File: src/rtl/differentiator_pkg.sv
// differentiator_pkg: shared dsp helpers for the differentiator and its delay line.
//   max_signed/min_signed : two's-complement limits of a given width
//   sign_ext              : sign-extend the low 'width' bits of a word to int
//   clamp_signed          : saturate an int to the range of a given width
package differentiator_pkg;

    localparam int unsigned MAX_DIFF_DELAY = 16;

    // Largest value representable in a signed field of 'width' bits.
    function automatic int max_signed(input int unsigned width);
        int r;
        r = (1 << (width - 1)) - 1;
        return r;
    endfunction

    // Smallest value representable in a signed field of 'width' bits.
    function automatic int min_signed(input int unsigned width);
        int r;
        r = -(1 << (width - 1));
        return r;
    endfunction

    // Treat bit width-1 of x as the sign bit and extend to 32 bits.
    function automatic int sign_ext(input logic [31:0] x, input int unsigned width);
        int r;
        r = int'(x << (32 - width));
        return r >>> (32 - width);
    endfunction

    // Clamp v into the signed range of 'width' bits.
    function automatic int clamp_signed(input int v, input int unsigned width);
        int r;
        if (v > max_signed(width)) begin
            r = max_signed(width);
        end else if (v < min_signed(width)) begin
            r = min_signed(width);
        end else begin
            r = v;
        end
        return r;
    endfunction

endpackage

File: src/rtl/differentiator_delay_line.sv
// sample_delay_line: clock-enabled shift register of DEPTH samples.
//   clk      : rising-edge clock
//   rst      : synchronous active-high clear of every stage
//   en       : shift strobe; data_in enters stage 0 when high
//   data_in  : DATA_WIDTH sample
//   data_out : oldest stage (DEPTH-1)
module sample_delay_line
    import differentiator_pkg::*;
#(
    parameter int unsigned DATA_WIDTH = 8,
    parameter int unsigned DEPTH      = 1
) (
    input  logic                  clk,
    input  logic                  rst,
    input  logic                  en,
    input  logic [DATA_WIDTH-1:0] data_in,
    output logic [DATA_WIDTH-1:0] data_out
);

    logic [DATA_WIDTH-1:0] r_dline [DEPTH];

    // Shift only on strobe so history is indexed by accepted sample.
    always_ff @(posedge clk) begin
        if (rst) begin
            for (int i = 0; i < int'(DEPTH); i++) begin
                r_dline[i] <= '0;
            end
        end else if (en) begin
            r_dline[0] <= data_in;
            for (int i = 1; i < int'(DEPTH); i++) begin
                r_dline[i] <= r_dline[i-1];
            end
        end
    end

    assign data_out = r_dline[DEPTH-1];

endmodule

File: src/rtl/differentiator.sv
// differentiator: streaming comb stage, data_out = data_in - data_in delayed by
// DIFF_DELAY accepted samples, two's-complement signed.
//   clk        : rising-edge clock
//   rst        : synchronous active-high reset, priority over en
//   en         : sample strobe
//   data_in    : INPUT_DATA_WIDTH signed sample
//   data_out   : OUTPUT_DATA_WIDTH signed difference, registered
//   data_valid : one-cycle qualifier, high once DIFF_DELAY samples of history exist
// Build option DIFFERENTIATOR_SATURATE_EN: clamp instead of wrap when the output
// is narrower than INPUT_DATA_WIDTH+1 (wrap is the CIC-compatible default).
module differentiator
    import differentiator_pkg::*;
#(
    parameter int unsigned INPUT_DATA_WIDTH  = 8,
    parameter int unsigned OUTPUT_DATA_WIDTH = 9,
    parameter int unsigned DIFF_DELAY        = 1
) (
    input  logic                                clk,
    input  logic                                rst,
    input  logic                                en,
    input  logic signed [INPUT_DATA_WIDTH-1:0]  data_in,
    output logic signed [OUTPUT_DATA_WIDTH-1:0] data_out,
    output logic                                data_valid
);

    localparam int unsigned DW     = INPUT_DATA_WIDTH + 1;
    localparam int unsigned OW     = OUTPUT_DATA_WIDTH;
    localparam int unsigned FILL_W = $clog2(DIFF_DELAY + 1);

    logic [INPUT_DATA_WIDTH-1:0] w_oldest;
    logic signed [DW-1:0]        w_diff;
    logic signed [OW-1:0]        w_resized;
    logic                        w_primed;

    logic signed [OW-1:0]        r_data_out;
    logic                        r_data_valid;
    logic [FILL_W-1:0]           r_fill;

    sample_delay_line #(
        .DATA_WIDTH (INPUT_DATA_WIDTH),
        .DEPTH      (DIFF_DELAY)
    ) u_dline (
        .clk      (clk),
        .rst      (rst),
        .en       (en),
        .data_in  (data_in),
        .data_out (w_oldest)
    );

    // One extra bit makes every difference of two in-range samples exact.
    assign w_diff = {data_in[INPUT_DATA_WIDTH-1], data_in}
                  - {w_oldest[INPUT_DATA_WIDTH-1], w_oldest};

    // Fit the exact difference to the output width.
    generate
        if (OW > DW) begin : g_widen
            assign w_resized = {{(OW - DW){w_diff[DW-1]}}, w_diff};
        end else if (OW == DW) begin : g_exact
            assign w_resized = w_diff;
        end else begin : g_narrow
`ifdef DIFFERENTIATOR_SATURATE_EN
            assign w_resized = OW'(clamp_signed(sign_ext(32'(w_diff), DW), OW));
`else
            assign w_resized = w_diff[OW-1:0];
`endif
        end
    endgenerate

    // Compared before increment, so sample index DIFF_DELAY is the first valid one.
    assign w_primed = (r_fill == FILL_W'(DIFF_DELAY));

    always_ff @(posedge clk) begin
        if (rst) begin
            r_data_out   <= '0;
            r_data_valid <= 1'b0;
            r_fill       <= '0;
        end else if (en) begin
            r_data_out   <= w_resized;
            r_data_valid <= w_primed;
            if (!w_primed) begin
                r_fill <= r_fill + FILL_W'(1);
            end
        end else begin
            r_data_valid <= 1'b0;
        end
    end

    assign data_out   = r_data_out;
    assign data_valid = r_data_valid;

endmodule

File: config.mk
export PLATFORM = sky130hd
export DESIGN_NAME = differentiator
export DESIGN_NICKNAME = d
export VERILOG_FILES = /design/src/rtl/differentiator_pkg.sv /design/src/rtl/differentiator_delay_line.sv /design/src/rtl/differentiator.sv
export SDC_FILE = /design/constraint.sdc
export NUM_CORES = 1
export LEC_CHECK = 0
export CAP_MARGIN = 20
export CELL_PAD_IN_SITES_DETAIL_PLACEMENT = 0
export CELL_PAD_IN_SITES_GLOBAL_PLACEMENT = 1
export CORE_ASPECT_RATIO = 0.75
export CORE_MARGIN = 3
export CORE_UTILIZATION = 35
export CTS_CLUSTER_DIAMETER = 50
export DETAILED_ROUTE_END_ITERATION = 16
export PLACE_DENSITY_LB_ADDON = 0.08
export SYNTH_ARGS = -nofsm -noshare
export SYNTH_HDL_FRONTEND = slang
export SYNTH_SLANG_ARGS = --single-unit
export TNS_END_PERCENT = 30
File: constraint.sdc
create_clock -name clk -period 1.5 [get_ports clk]
set_clock_uncertainty 0.1 [all_clocks]
set_input_delay 0.15 -clock clk [delete_from_list [all_inputs] [get_ports clk]]
set_output_delay 0.15 -clock clk [all_outputs]
set_load 0.01 [all_outputs]
==> results.json <==
{
  "status": "complete, but fails checks",
  "violations": "setup timing",
  "path_clk_slew_ns": 0.07,
  "dpl_worst_slack_ns": -0.494,
  "cts_sinks": 19,
  "drv_slew": 0,
  "placed_area_um2": 1420,
  "reg2reg_depth": 6,
  "crit_cells": 6,
  "drc": 0,
  "via_per_inst": 4.75,
  "tritoncts": "built",
  "hold_depth": 2,
  "report.final.hold_viol_count": 0,
  "p_leak_nw": 0.635,
  "initial_core_util": 0.385,
  "rsz0062_at_grt": "true",
  "syn_avg_cell_area_um2": 10.1,
  "antenna_found_initial": 0,
  "slowest_delay_ns": 0.41,
  "hold_ws_ns": 0.361,
  "crit_fanout": 2,
  "setup_slack_ns": -0.214,
  "grt_pass1_wl_um": 3930,
  "total_power_mw": 1.39,
  "drtIter0Drc": 39,
  "critPathTopFamily": "adder cells",
  "worstSetupPathType": "flip-flop to flip-flop",
  "overflow": 0,
  "synth_area_um2": 1050,
  "cp.arrival_ns": 1.75,
  "coreArea_um2": 2740,
  "ys_warn_count": 0,
  "max_slew_margin": 0.819,
  "clock_path_buffers": 2,
  "min_from": "r_fill",
  "startpoint_type": "flip-flop",
  "ctsHoldBuffers": 0,
  "io_buffers": 20,
  "diodes": 0,
  "grt_use_total": 0.139,
  "required_ns": 1.54,
  "cp_cell_sequence": "ha_4 -> fa_2 -> nor2b_4 -> o31a_1 -> o21a_1 -> o32ai_2",
  "finalWirelength_um": 2310,
  "synth.distinct_cells": 37,
  "postLayoutCellArea_um2": 1510,
  "switchingPower_mw": 0.376,
  "nets": 165,
  "post-route-period-util": 1.14,
  "critPathSlowestCell": "edfxtp_1",
  "clk-insertion-delay-late_ns": 0.26,
  "synth_edf_count": 8,
  "cp_num_buf_inv": 0,
  "drtAntennaViolNets": 0,
  "setup_violations": 7,
  "fmaxAchievable_ghz": 0.584,
  "peakVddDrop_mv": 0.598,
  "routedWlPerCell_um": 12.8,
  "worst_slew_pin_slew_ns": 0.270,
  "die_area_um2": 3720,
  "fin_crit_ns": 1.71,
  "ys_ff_latch": 19,
  "root_buffer": "clkbuf_8",
  "drtPass1Iterations": 4,
  "drive_above_1_share": 0.229,
  "rows": 16,
  "synth_seq_area_share": 0.437,
  "crit_path_end_kind": "flip-flop",
  "p_sw_frac": 0.270,
  "dieHeight_um": 53.5,
  "async_reset_ff_frac": 0,
  "tns_ns": -0.877,
  "gp_congestion": 0.801,
  "die_w_um": 69.4,
  "syn_to_final_growth_pct": 43.3,
  "syn_nets": 124,
  "grt_pass1_vias": 854,
  "place_hpwl_um": 1810,
  "ctsHtreeMaxLevel": 1,
  "cap_violations": 0,
  "numCtsBuffers": 3,
  "rr_endpoint": "data_out[6]",
  "power_frac_comb": 0.303,
  "synth-main-ff-cell": "dfxtp_1",
  "p_int_mw": 1.02,
  "num_vias": 855,
  "worstReg2RegStart": "u_dline.r_dline[0][0]",
  "synthCells": 104,
  "ios": 21,
  "min_path_type": "flip-flop to flip-flop",
  "reg2reg_slack_ns": -0.21,
  "power.density_nw_per_um2": 922,
  "pwr-share-clk": 0.259,
  "grt_start_max_net_pins": 11,
  "holdPathEnd": "r_fill",
  "pwr-share-seq": 0.439
}
[worst reg2reg max path, cell delays in order (launching register included)]
cell,delay [ns]
edfxtp_1,0.41
ha_4,0.18
fa_2,0.37
nor2b_4,0.12
o31a_1,0.14
o21a_1,0.18
o32ai_2,0.09
[cells in the mapped netlist (all sizes together), types with 2 or more instances]
master	instances	share of area
nand2b	5	0.030
o21ai	4	0.019
nor2b	2	0.019
o32ai	3	0.025
and2	7	0.042
mux2i	2	0.019
nand3b	2	0.014
o21a	2	0.014
dfxtp	11	0.21
inv	11	0.039
ha	8	0.095
nor2	9	0.032
a21oi	4	0.023
xnor2	2	0.017
a211oi	4	0.028
o311ai	2	0.017
buf	2	0.0095
edfxtp	8	0.23
[registers in the layout (all words and copies together) (netlist names)]
register	cells
r_fill	1
data_valid	1
u_dline.r_dline	8
data_out	9
[routing by layer]
layer | vias up | GRT usage | share of wire
met5 | - | 0 | 0
met4 | 0 | 0.0390 | 0.0087
met3 | 5 | 0.0522 | 0.055
met2 | 19 | 0.210 | 0.39
met1 | 380 | 0.187 | 0.55
li1 | 451 | - | -
[worst max path at each step]
stage / startpoint / to / slack (ns)
floorplan: u_dline.r_dline[0][0] / data_out[6] / -0.12
global placement: data_in[0] / data_out[6] / -0.46
detailed placement: data_in[0] / data_out[6] / -0.49
CTS: data_in[0] / data_out[6] / -0.19
global route: u_dline.r_dline[0][0] / data_out[6] / -0.28
finish: u_dline.r_dline[0][0] / data_out[6] / -0.21
[power groups by stage]
stage                     Sequential [mW]  Combinational, mW  Clock, mW
after floorplan                     0.633              0.197          0
after global placement              0.619              0.397          0
after CTS                           0.611              0.409      0.375
after detailed placement            0.622              0.398          0
after global routing                0.617              0.468      0.393
final                               0.611              0.422      0.361
[cell families after synthesis]
family / after synthesis / share of synthesized area
multiplexers: 3 / 0.0297
AND/OR/NAND/NOR: 32 / 0.179
AO/OA/AOI/OAI: 25 / 0.172
adder cells (fa/ha/maj): 9 / 0.114
buffers and inverters: 14 / 0.0522
flip-flops: 19 / 0.437
XOR/XNOR: 2 / 0.0166
[layout make-up]
class | count | area [um^2]
fill | 250 | 1230
timing repair buffer | 39 | 343
inverter | 11 | 41.3
tap | 36 | 45.0
clock buffer | 4 | 45.0
multi-input combinational | 71 | 577
sequential | 19 | 460
[metrics by stage]
stage / std cells / utilization
final: 180 / 0.551
after global routing: 180 / 0.551
after CTS: 179 / 0.539
after detailed placement: 175 / 0.519
after global placement: 175 / 0.519
after floorplan: 104 / -
[placed cells by master (no fill, tap or decap), types with 2 or more instances in the layout]
cell | netlist | final
nand3b_1 | 2 | 2
clkbuf_8 | 0 | 3
nand2b_1 | 5 | 5
xnor2_1 | 2 | 2
o32ai_2 | 0 | 2
o21a_1 | 2 | 2
clkdlybuf4s50_1 | 0 | 20
o21ai_1 | 0 | 2
a21oi_1 | 3 | 3
a211oi_1 | 4 | 4
dfxtp_1 | 11 | 11
and2_1 | 7 | 7
edfxtp_1 | 8 | 8
mux2i_1 | 2 | 2
ha_1 | 8 | 7
inv_1 | 11 | 10
nor2_1 | 9 | 9
o311ai_1 | 1 | 2
buf_4 | 0 | 19
[repair_timing]
item | in CTS | in global routing
hold endpoints to repair | 0 | 0
setup endpoints to repair | 7 | 7
setup buffers | 0 | 1
resized for setup | 5 | 6
pin swaps | 0 | 4
Power figures use the tool's default switching activity.
